### src/rtl/core_pkg.sv
// Shared core types and constants: address/instruction types, reset PC,
// NOP encoding, PC step and the IF/ID pipeline payload.
package core_pkg;

    localparam int unsigned ADDR_W  = 16;
    localparam int unsigned INSTR_W = 16;
    localparam int unsigned CNT_W   = 16;

    typedef logic [ADDR_W-1:0]  addr_t;
    typedef logic [INSTR_W-1:0] instr_t;
    typedef logic [CNT_W-1:0]   cnt_t;

    localparam addr_t       RESET_PC_DEFAULT  = 16'h0000;
    localparam instr_t      NOP_INSTR_DEFAULT = 16'h0000;
    localparam int unsigned PC_STEP           = 2;

    // IF/ID pipeline register contents handed to decode
    typedef struct packed {
        logic   valid;
        instr_t instr;
        addr_t  pc;
        addr_t  pc_plus2;
    } ifid_t;

    // Instructions are halfword aligned; bit 0 is dropped silently
    function automatic addr_t align_pc(input addr_t a);
        return {a[ADDR_W-1:1], 1'b0};
    endfunction

endpackage

### src/rtl/fetch_unit_if.sv
// Fetch-stage bus: ROM address/data, IF/ID outputs, stall/redirect controls
// and performance counters. master = fetch unit, slave = its environment.
interface fetch_unit_if;
    import core_pkg::*;

    logic   stall;
    logic   redirect_valid;
    addr_t  redirect_pc;
    addr_t  imem_pc;
    instr_t imem_instr;
    logic   ifid_valid;
    instr_t ifid_instr;
    addr_t  ifid_pc;
    addr_t  ifid_pc_plus2;
    cnt_t   fetch_count;
    cnt_t   bubble_count;

    modport master (
        input  stall, redirect_valid, redirect_pc, imem_instr,
        output imem_pc, ifid_valid, ifid_instr, ifid_pc, ifid_pc_plus2,
               fetch_count, bubble_count
    );

    modport slave (
        output stall, redirect_valid, redirect_pc, imem_instr,
        input  imem_pc, ifid_valid, ifid_instr, ifid_pc, ifid_pc_plus2,
               fetch_count, bubble_count
    );

endinterface

### src/rtl/fetch_unit_sat_counter.sv
// 16-bit saturating event counter with synchronous clear (clear wins over inc).
module sat_counter
    import core_pkg::*;
(
    input  logic clk,
    input  logic clear,
    input  logic inc,
    output cnt_t count
);

    localparam cnt_t CNT_MAX = '1;

    // Count up on inc, stick at all-ones
    always_ff @(posedge clk) begin
        if (clear) begin
            count <= '0;
        end else if (inc && (count != CNT_MAX)) begin
            count <= count + CNT_W'(1);
        end
    end

endmodule

### src/rtl/fetch_unit.sv
// Instruction fetch stage: PC register, next-PC selection (reset > redirect
// > stall > advance) and IF/ID register. Optional performance counters are
// built only when FETCH_PERF_CNT_EN is defined; otherwise they read zero.
module fetch_unit
    import core_pkg::*;
#(
    parameter addr_t  RESET_PC  = RESET_PC_DEFAULT,
    parameter instr_t NOP_INSTR = NOP_INSTR_DEFAULT
) (
    input  logic         clk,
    input  logic         reset,
    fetch_unit_if.master bus
);

    addr_t pc_q;
    ifid_t ifid_q;
    addr_t pc_plus2_c;

    assign pc_plus2_c = pc_q + ADDR_W'(PC_STEP);

    // PC and IF/ID register update in priority order
    always_ff @(posedge clk) begin
        if (reset) begin
            pc_q            <= RESET_PC;
            ifid_q.valid    <= 1'b0;
            ifid_q.instr    <= NOP_INSTR;
            ifid_q.pc       <= '0;
            ifid_q.pc_plus2 <= '0;
        end else if (bus.redirect_valid) begin
            // Flush the slot; keep the old pc fields, they are don't-care
            pc_q         <= align_pc(bus.redirect_pc);
            ifid_q.valid <= 1'b0;
            ifid_q.instr <= NOP_INSTR;
        end else if (!bus.stall) begin
            pc_q            <= pc_plus2_c;
            ifid_q.valid    <= 1'b1;
            ifid_q.instr    <= bus.imem_instr;
            ifid_q.pc       <= pc_q;
            ifid_q.pc_plus2 <= pc_plus2_c;
        end
    end

    assign bus.imem_pc       = pc_q;
    assign bus.ifid_valid    = ifid_q.valid;
    assign bus.ifid_instr    = ifid_q.instr;
    assign bus.ifid_pc       = ifid_q.pc;
    assign bus.ifid_pc_plus2 = ifid_q.pc_plus2;

`ifdef FETCH_PERF_CNT_EN
    logic advance_c;
    logic bubble_c;
    cnt_t fetch_cnt;
    cnt_t bubble_cnt;

    assign advance_c = !bus.redirect_valid && !bus.stall;
    assign bubble_c  = !ifid_q.valid;

    sat_counter u_fetch_cnt (
        .clk   (clk),
        .clear (reset),
        .inc   (advance_c),
        .count (fetch_cnt)
    );

    sat_counter u_bubble_cnt (
        .clk   (clk),
        .clear (reset),
        .inc   (bubble_c),
        .count (bubble_cnt)
    );

    assign bus.fetch_count  = fetch_cnt;
    assign bus.bubble_count = bubble_cnt;
`else
    assign bus.fetch_count  = '0;
    assign bus.bubble_count = '0;
`endif

endmodule

### src/flat_wrapper.sv
// flat-port wrapper written by rule: the top's interface ports become plain ports
module fetch_unit_flat import core_pkg::*;
#(
    parameter addr_t  RESET_PC  = RESET_PC_DEFAULT,
    parameter instr_t NOP_INSTR = NOP_INSTR_DEFAULT
)
  (clk, reset, bus_stall, bus_redirect_valid, bus_redirect_pc, bus_imem_instr, bus_imem_pc, bus_ifid_valid, bus_ifid_instr, bus_ifid_pc, bus_ifid_pc_plus2, bus_fetch_count, bus_bubble_count);
  fetch_unit_if bus_i ();
  input  logic clk;
  input  logic reset;
  input wire logic [$bits(bus_i.stall)-1:0] bus_stall;
  input wire logic [$bits(bus_i.redirect_valid)-1:0] bus_redirect_valid;
  input wire logic [$bits(bus_i.redirect_pc)-1:0] bus_redirect_pc;
  input wire logic [$bits(bus_i.imem_instr)-1:0] bus_imem_instr;
  output wire logic [$bits(bus_i.imem_pc)-1:0] bus_imem_pc;
  output wire logic [$bits(bus_i.ifid_valid)-1:0] bus_ifid_valid;
  output wire logic [$bits(bus_i.ifid_instr)-1:0] bus_ifid_instr;
  output wire logic [$bits(bus_i.ifid_pc)-1:0] bus_ifid_pc;
  output wire logic [$bits(bus_i.ifid_pc_plus2)-1:0] bus_ifid_pc_plus2;
  output wire logic [$bits(bus_i.fetch_count)-1:0] bus_fetch_count;
  output wire logic [$bits(bus_i.bubble_count)-1:0] bus_bubble_count;
  assign bus_i.stall = bus_stall;
  assign bus_i.redirect_valid = bus_redirect_valid;
  assign bus_i.redirect_pc = bus_redirect_pc;
  assign bus_i.imem_instr = bus_imem_instr;
  assign bus_imem_pc = bus_i.imem_pc;
  assign bus_ifid_valid = bus_i.ifid_valid;
  assign bus_ifid_instr = bus_i.ifid_instr;
  assign bus_ifid_pc = bus_i.ifid_pc;
  assign bus_ifid_pc_plus2 = bus_i.ifid_pc_plus2;
  assign bus_fetch_count = bus_i.fetch_count;
  assign bus_bubble_count = bus_i.bubble_count;
  fetch_unit #(.RESET_PC(RESET_PC), .NOP_INSTR(NOP_INSTR)) u_core (.clk(clk), .reset(reset), .bus(bus_i));
endmodule
### config.mk
export PLATFORM = sky130hd
export DESIGN_NAME = fetch_unit_flat
export DESIGN_NICKNAME = d
export VERILOG_FILES = /design/src/rtl/core_pkg.sv /design/src/rtl/fetch_unit_if.sv /design/src/rtl/fetch_unit_sat_counter.sv /design/src/rtl/fetch_unit.sv /design/src/flat_wrapper.sv
export SDC_FILE = /design/constraint.sdc
export NUM_CORES = 1
export LEC_CHECK = 0
export BUFFER_PORTS_ARGS = -buffer_cell sky130_fd_sc_hd__buf_4
export CAP_MARGIN = 20
export CORE_MARGIN = 8
export CORE_UTILIZATION = 35
export CTS_BUF_LIST = sky130_fd_sc_hd__clkbuf_16
export CTS_CLUSTER_SIZE = 14
export DETAILED_ROUTE_END_ITERATION = 12
export GPL_ROUTABILITY_DRIVEN = 0
export PLACE_DENSITY = 0.76
export SLEW_MARGIN = 20
export SYNTH_ARGS = -nofsm -noshare
export SYNTH_HDL_FRONTEND = slang
export SYNTH_SLANG_ARGS = --single-unit
export TNS_END_PERCENT = 1
### constraint.sdc
create_clock -name clk -period 1.6 [get_ports clk]
set_clock_uncertainty 0.05 [all_clocks]
set_input_delay 0.08 -clock clk [delete_from_list [all_inputs] [get_ports clk]]
set_output_delay 0.08 -clock clk [all_outputs]
set_load 0.1 [all_outputs]
Word level (Yosys, flattened, before mapping)
Index checks and enable logic that the tools add are counted.
W data, S select, Z words.
- logic and storage cells: 14
- latch bits: 0
- memories: 0
- memory bits (writable): 0
- register bits: 65
- bits in read-only memories: 0
- output and inout bits: 97
- multiply operators: 0
- div/mod/pow operators: 0
- reductions and logical operators: 2
- mux-type cells: 2
- bitwise operators: 2
- add/subtract/negate cells: 1
- equality and inequality tests: 1
- shifts and indexed selects: 0
- $lt $le $gt $ge: 0
- operators by type and width (operator ; number):
    $mux W16 ; 2
    $add A16 B2 Y16 const B ; 1
    $ne A2 B1 Y1 const B ; 1
    $not A1 Y1 ; 2
    $reduce_and A2 Y1 ; 1
    $reduce_or A2 Y1 ; 1

Logic depth before layout (Yosys ltp)
Gate-level depths: netlist (run 1).
- depth after elaboration: 3
- mapped depth: 6
- gate-level depth less buffers: 5

Worst setup path before layout (run 1)
Ideal clock, no wire load.
- path type: register to register
- start point: reg u_core.pc_q[1] (netlist: u_core.bus.imem_pc[1])
- end point: reg u_core.pc_q[15] (netlist: u_core.bus.imem_pc[15])
- cell stages (with the launch flop): 6
- slack: -870 ps
- setup time: 115 ps
- arrival time: 2306 ps
- cells stage by stage: dfxtp_1 > ha_1 > nand4_2 > nor4_1 > xor2_1 > o21a_1
- word-level cells in the longest chain between the ends: 3
- ends and longest elaborated chain (element ; RTL line ; source):
    from (decl) ; fetch_unit.sv:15 ; addr_t pc_q;
    from (signal assigned) ; fetch_unit.sv:31 ; pc_q <= align_pc(bus.redirect_pc);
    from (signal assigned) ; fetch_unit.sv:35 ; pc_q <= pc_plus2_c;
    $add A16 B2 Y16 ; fetch_unit.sv:19 ; assign pc_plus2_c = pc_q + ADDR_W'(PC_STEP);
    $mux W16 ; fetch_unit.sv:34 ; end else if (!bus.stall) begin
    $mux W16 ; fetch_unit.sv:29 ; end else if (bus.redirect_valid) begin
Every way passes these cells. The select of a mux whose other input is x is not followed.
A chain may end at the register's enable or synchronous reset.

Worst setup path after layout (run 1)
- start point: reg u_core.pc_q[2] (netlist: u_core.bus.imem_pc[2])
- end point: reg u_core.pc_q[14] (netlist: u_core.bus.imem_pc[14])
The elaborated chain is that of the path after synthesis.

==> impl_results.md, run 1 <==
* HPWL Detailed at 6350 um
* I/O Pins at 133
* Cell area after synthesis at 2980 um2
* Clock sink count at 62
* Most used DFF post-synth: dfxtp_1
* Leakage power at 1.93 nW
* Reg-to-reg startpoint: u_core.bus.imem_pc[2]
* Routed Antenna Nets at 0
* CTS tree: yes
* Met1 GRT Util at 15.1%
* Crit path kind: reg -> reg
* Asr flop ratio synth at 0%
* Status: complete, no violations
* Die area at 11700 um2
* Gr usage total at 15.0%
* GR peak layer: met2
* Via count at 2716
* Clk root buf: clkbuf_16
* Critical Path AT at 1.70 ns
* DR DRC count at 0
* Required time worst endpoint at 1.76 ns
* M2 GR Usage at 25.9%
* Antenna diodes at 0
* Worst-path clk slew at 0.05 ns
* Internal at 0.00311 W
* CP Launch Point: u_core.bus.imem_pc[2]
* Synth unique cells at 32
* Die Height at 108 um
* Final total power at 0.00500 W
* First-pass GRT wire length at 13700 um
* DRT Pass-1 Iters at 4
* Mapped Cells at 351
* FF+latch count, synth at 62
* DRT iter0 DRCs at 98
* Die Width at 108 um
* CTS Buf Count at 9
* Hold Vio Cnt, Final at 0
* Synth warnings at 0
* Clock share of power at 37.0%
* Vias in the first global route at 2785
* Final net count at 504
* Core area at 8260 um2
* Sequential area share after synthesis at 41.6%
* Max Cap Viol at 0
* CP endpoint kind: flip-flop
* Post-synth top area cell: dfxtp_1
* Area grow syn2layout at 43.0%
* Syn Area/Cell at 8.50 um2
* Final core occ at 51.7%
* Final setup fails at 0
* Fraction of layout cells with a size suffix above 1 at 32.2%
* CTS Buffer Depth at 2
* Final worst path period share at 96.4%
* Worst-path maximum fanout at 3
* Top post-synthesis cells by area: dfxtp_1 42%, buf_4 9.1%, mux2i_1 6.0%
* Maximum VDD drop at 0.611 mV
* Met3 usage at 7.61%
* Min-delay src: bus_redirect_pc[10]
* Final period demand of the worst path at 1.54 ns
* Commonest non-fill, non-tap cell in the layout: buf_4
* Drt wl/cell at 15.1 um
* Fin area at 4270 um2
* R2R setup slack at 0.06 ns
* Port Buffer Count at 96
* EDFF count, synth at 0
* Final wirelength at 8740 um
* Layout fillers at 775
* Most frequent cells in the layout: 110 x buf_4, 48 x dfxtp_1, 41 x nor2_1
* Slew Viols, Final at 0
* Max Clk Rate at 648 MHz
* Drt via density at 4.71
* Combinational share of power at 28.9%
* Sequential share of power at 34.2%
* P_sw at 0.00189 W
* Switching Share at 37.8%
* Initial Utilization at 36.1%
* Startpoint type of the worst setup path: flip-flop
* # H-tree levels at 3
* Clock latency on the worst-skew pair at 0.33 ns
* RSZ-0062 raised after global routing: no
* Pwr/cell area at 1170 nW/um2
* Largest net degree at the start of global routing at 44
* DP Area at 3760 um2
* Hold Crit Class: in -> reg
* Row count at 33
* Area share of the largest cell type after synthesis at 41.6%
* Initial antenna violation count at 0
* GR Overflow Total at 0
==> worst max-delay path, stage by stage (launching register included) <==
cell and delay (ns):
dfxtp_4 0.35, buf_4 0.11, nand4_4 0.08, or3_4 0.36, o31a_1 0.25, o31a_1 0.23
==> cell usage after synthesis (all sizes together) (9+ instances only) <==
cell type	n
buf	41
xnor2	15
clkbuf	19
nor3	9
nor2	42
inv	17
o21a	10
nand2	35
a21oi	31
nor4	9
mux2i	18
dfxtp	62
a211oi	13
==> registers in the layout, summed over array words and instances (netlist names) <==
register / count
u_core.bus.ifid_pc_plus2: 15
u_core.bus.imem_pc: 15
u_core.bus.ifid_instr: 16
u_core.bus.ifid_valid: 1
u_core.bus.ifid_pc: 15
==> cell families after synthesis <==
group                    after synthesis  share of synthesized area (%)
buffers and inverters                 77                           14.9
adder cells (fa/ha/maj)                1                          0.419
AND/OR/NAND/NOR                      110                           17.9
AO/OA/AOI/OAI                         59                           12.3
other                                  1                          0.126
multiplexers                          18                           6.04
flip-flops                            62                           41.6
XOR/XNOR                              23                           6.75
==> layer usage <==
| metal | part of all wire, % | wire length [um] |
|---|---|---|
| met1 | 36 | 3180 |
| met3 | 12 | 1090 |
| met2 | 50 | 4360 |
| met5 | 0 | 0 |
| met4 | 1.4 | 121 |
==> final timing paths <==
kind	to	cells past startpoint
max	u_core.bus.imem_pc[14]	5
min	u_core.bus.imem_pc[10]	4
max reg2reg	u_core.bus.imem_pc[14]	5
min reg2reg	u_core.bus.ifid_pc[13]	2
==> per-stage QoR <==
step	hold slack, ns	setup WS (ns)	instances	TNS (ns)
floorplan	0.171	-0.251	385	-2.33
global placement	0.258	-0.0153	542	-0.0153
detailed placement	0.267	-0.0491	542	-0.0888
CTS	0.0290	0.0323	577	0
global route	0.0374	0.00593	577	0
finish	0.0330	0.0574	577	0
==> power by group through the flow <==
stage,Sequential (W),Combinational [W],Clock (W)
2_1_floorplan,0.00226,0.000673,0
3_3_place_gp,0.00173,0.00138,0
3_5_place_dp,0.00174,0.00140,0
4_1_cts,0.00171,0.00144,0.00188
5_1_grt,0.00172,0.00150,0.00195
6_report,0.00171,0.00144,0.00185
==> cell type report <==
cell class	instances	area, um2	share of cell area, %
repair buffers	131	1050	24.5
flip-flops and latches	62	1280	30.0
well taps	105	131	3.08
clock inverters	7	56.3	1.32
inverters	17	63.8	1.50
clock buffers	9	225	5.28
multi-input cells	246	1460	34.3
==> timing repair <==
item | CTS | global route
setup endpoints to repair | 3 | 7
setup buffers | 0 | 0
gates resized for setup | 1 | 5
hold endpoints to repair | 19 | 0
pin swaps | 0 | 1
hold buffers | 19 | 0
No activity file was read; power rests on OpenSTA's default activity.
==> inputs of run 2 (changes only) <==
--- a/config.mk
+++ b/config.mk
@@ -13,9 +13,10 @@
 export CTS_CLUSTER_SIZE = 14
 export DETAILED_ROUTE_END_ITERATION = 12
 export GPL_ROUTABILITY_DRIVEN = 0
-export PLACE_DENSITY = 0.76
+export PLACE_DENSITY = 0.75
 export SLEW_MARGIN = 20
 export SYNTH_ARGS = -nofsm -noshare
 export SYNTH_HDL_FRONTEND = slang
+export SYNTH_HIERARCHICAL = 1
 export SYNTH_SLANG_ARGS = --single-unit
 export TNS_END_PERCENT = 1
==> run 2 against run 1 <==
Net effect: largest cell class unchanged; clock power grew 5%; final area is 0.32% higher; critical path type unchanged; sequential cell count unchanged; utilization fell by 1.6 points; worst hold slack improved by 0.0042 ns; worst setup slack worse by 0.0076 ns.
==> impl_results.md, run 2 <==
* Max Cap Viol at 0
* Worst-path maximum fanout at 10
* Max reg flops at 16
* Die area at 11900 um2
* Most used DFF post-synth: dfxtp_1
* Initial antenna violation count at 0
* Cell area after synthesis at 3040 um2
* Max Clk Rate at 645 MHz
* Final period demand of the worst path at 1.55 ns
* Layout fillers at 825
* Simple-Gate Fraction of Synth Area at 20.0%
* Final worst path period share at 96.9%
* Cells on worst reg2reg path at 5
* Pwr/cell area at 1180 nW/um2
* Antenna diodes at 0
* Synth Area in Compound Gates at 11.8%
* Routed Antenna Nets at 0
* Crit path kind: reg -> reg
* Port Buffer Count at 96
* Mapped Cells at 347
* Count leader, synth: dfxtp_1
* Post-synth top cells: 62 x dfxtp_1, 40 x nor2_1, 37 x buf_4, 37 x nand2_1, 31 x a21oi_1
* Final net count at 490
* Vias in the first global route at 2710
* CTS tree: yes
* Post-CTS setup repair buffer count at 0
* Synth warnings at 6
* Area grow syn2layout at 41.0%
* Leakage power at 1.91 nW
* Startpoint type of the worst setup path: flip-flop
* GR Overflow Total at 0
* Die Width at 109 um
* CP endpoint kind: flip-flop
* Hold Crit Class: in -> reg
* CTS Buf Count at 9
* Required time worst endpoint at 1.76 ns
* Largest family of logic cells by synthesized area: simple AND/OR/NAND/NOR gates
* Commonest non-fill, non-tap cell in the layout: buf_4
* Multiplexer area fraction after synthesis at 6.27%
* Status: complete, no violations
* Final wirelength at 8500 um
* Synth Area in XOR/XNOR at 6.35%
* Largest net degree at the start of global routing at 47
* Post-synthesis adder-cell area fraction at 0.412%
* Area share of the largest cell type after synthesis at 40.9%
* Drt via density at 4.68
* Cells after DPL at 529
* Final core occ at 50.1%
* Initial Utilization at 35.5%
* First-pass GRT wire length at 13400 um
* Fraction of layout cells with a size suffix above 1 at 32.3%
* Non-filler cells in the finished layout at 566
* Drt wl/cell at 15.0 um
* Worst-path clk slew at 0.05 ns
* Core area at 8550 um2
* FF+latch count, synth at 62
* Row count at 34
* Die Height at 109 um
* # H-tree levels at 3
* Clock latency on the worst-skew pair at 0.32 ns
* DRT iter0 DRCs at 170
* Post-synth top area cell: dfxtp_1
* Slew Viols, Final at 0
* Gr usage total at 14.4%
* Clock sink count at 62
* DR DRC count at 0
* Syn Area/Cell at 8.75 um2
* RSZ-0062 raised after global routing: yes
* Setup TNS at 0 ns
* Clk root buf: clkbuf_16
* DRT Pass-1 Iters at 4
* Synth unique cells at 37
* Hold depth at 3
* EDFF count, synth at 0
* Top post-synthesis cells by area: dfxtp_1 41%, buf_4 9.2%, mux2i_1 6.3%
* Maximum VDD drop at 0.518 mV
* I/O Pins at 133
* Most frequent cells in the layout: 100 x buf_4, 48 x dfxtp_1, 39 x nor2_1
* Asr flop ratio synth at 0%
* CTS Buffer Depth at 2
* Critical Path AT at 1.71 ns
* HPWL Detailed at 6040 um
* Final setup fails at 0
* Sequential area share after synthesis at 40.9%
* Via count at 2647
* Hold Vio Cnt, Final at 0
## run 2: cell count changes in the layout (fill, tap and decap cells not counted), moves of 4 or more
| cell | change |
|---|---|
| nor4_4 | +4 |
| inv_1 | -4 |
| dfxtp_2 | -6 |
| nor4_1 | -4 |
| a211oi_1 | -6 |
| dfxtp_4 | +6 |
| buf_4 | -10 |
## run 2: power by group
| part | leakage [nW] | switching [W] | internal [W] |
|---|---|---|---|
| Sequential | 0.517 | 0.0000912 | 0.00162 |
| Clock | 0.157 | 0.000673 | 0.00128 |
| Combinational | 1.24 | 0.00110 | 0.000284 |
| Total | 1.91 | 0.00186 | 0.00318 |
## run 2: timing repair
action / 4_1_cts / 5_1_grt
gates resized for setup: 0 / 2
hold endpoints to repair: 21 / 0
hold buffers: 21 / 0
setup endpoints to repair: 0 / 3
## run 2: logic make-up after synthesis
logic type,after synthesis
buffers and inverters,73
AO/OA/AOI/OAI,58
XOR/XNOR,22
flip-flops,62
adder cells (fa/ha/maj),1
multiplexers,19
other,1
AND/OR/NAND/NOR,111
## run 2: path summary, 6_finish.rpt
kind / from / endpoint / slack [ns]
setup / recovery: u_core/bus.imem_pc[1] / u_core/bus.imem_pc[13] / 0.05
hold / removal: bus_redirect_pc[9] / u_core/bus.imem_pc[9] / 0.04
setup reg to reg: u_core/bus.imem_pc[1] / u_core/bus.imem_pc[13] / 0.05
hold reg to reg: u_core/bus.ifid_pc[1] / u_core/bus.ifid_pc[1] / 0.40
## run 2: final cells by class
type / instances / area [um2] / area share [%]
clock buffers: 10 / 250 / 5.85
repair buffers: 121 / 961 / 22.4
multi-input cells: 246 / 1540 / 36.0
well taps: 108 / 135 / 3.16
flip-flops and latches: 62 / 1290 / 30.2
inverters: 13 / 48.8 / 1.14
clock inverters: 6 / 51.3 / 1.20
## run 2: through the flow
step	setup slack [ns]	power, W	hold slack (ns)	cell area, um2
final	0.0498	0.00504	0.0372	4280
after global routing	-0.0320	0.00522	0.0338	4280
after CTS	0.0545	0.00507	0.0230	4260
after detailed placement	0.0677	0.00308	0.267	3750
after global placement	0.104	0.00306	0.259	3750
after floorplan	-0.0605	0.00291	0.171	3260
## run 2: critical path: stages (launching register included)
cell and delay, ns:
dfxtp_4 0.40, ha_4 0.18, nand3_4 0.18, nor4_2 0.33, xor2_1 0.12, o21a_1 0.17
## run 2: per-layer routing
| layer | wire length, um | GRT usage, % | share of wire, % |
|---|---|---|---|
| met5 | 0 | 0 | 0 |
| met4 | 111 | 5.28 | 1.3 |
| met3 | 852 | 5.79 | 10 |
| met1 | 3350 | 16.2 | 39 |
| met2 | 4190 | 23.9 | 49 |
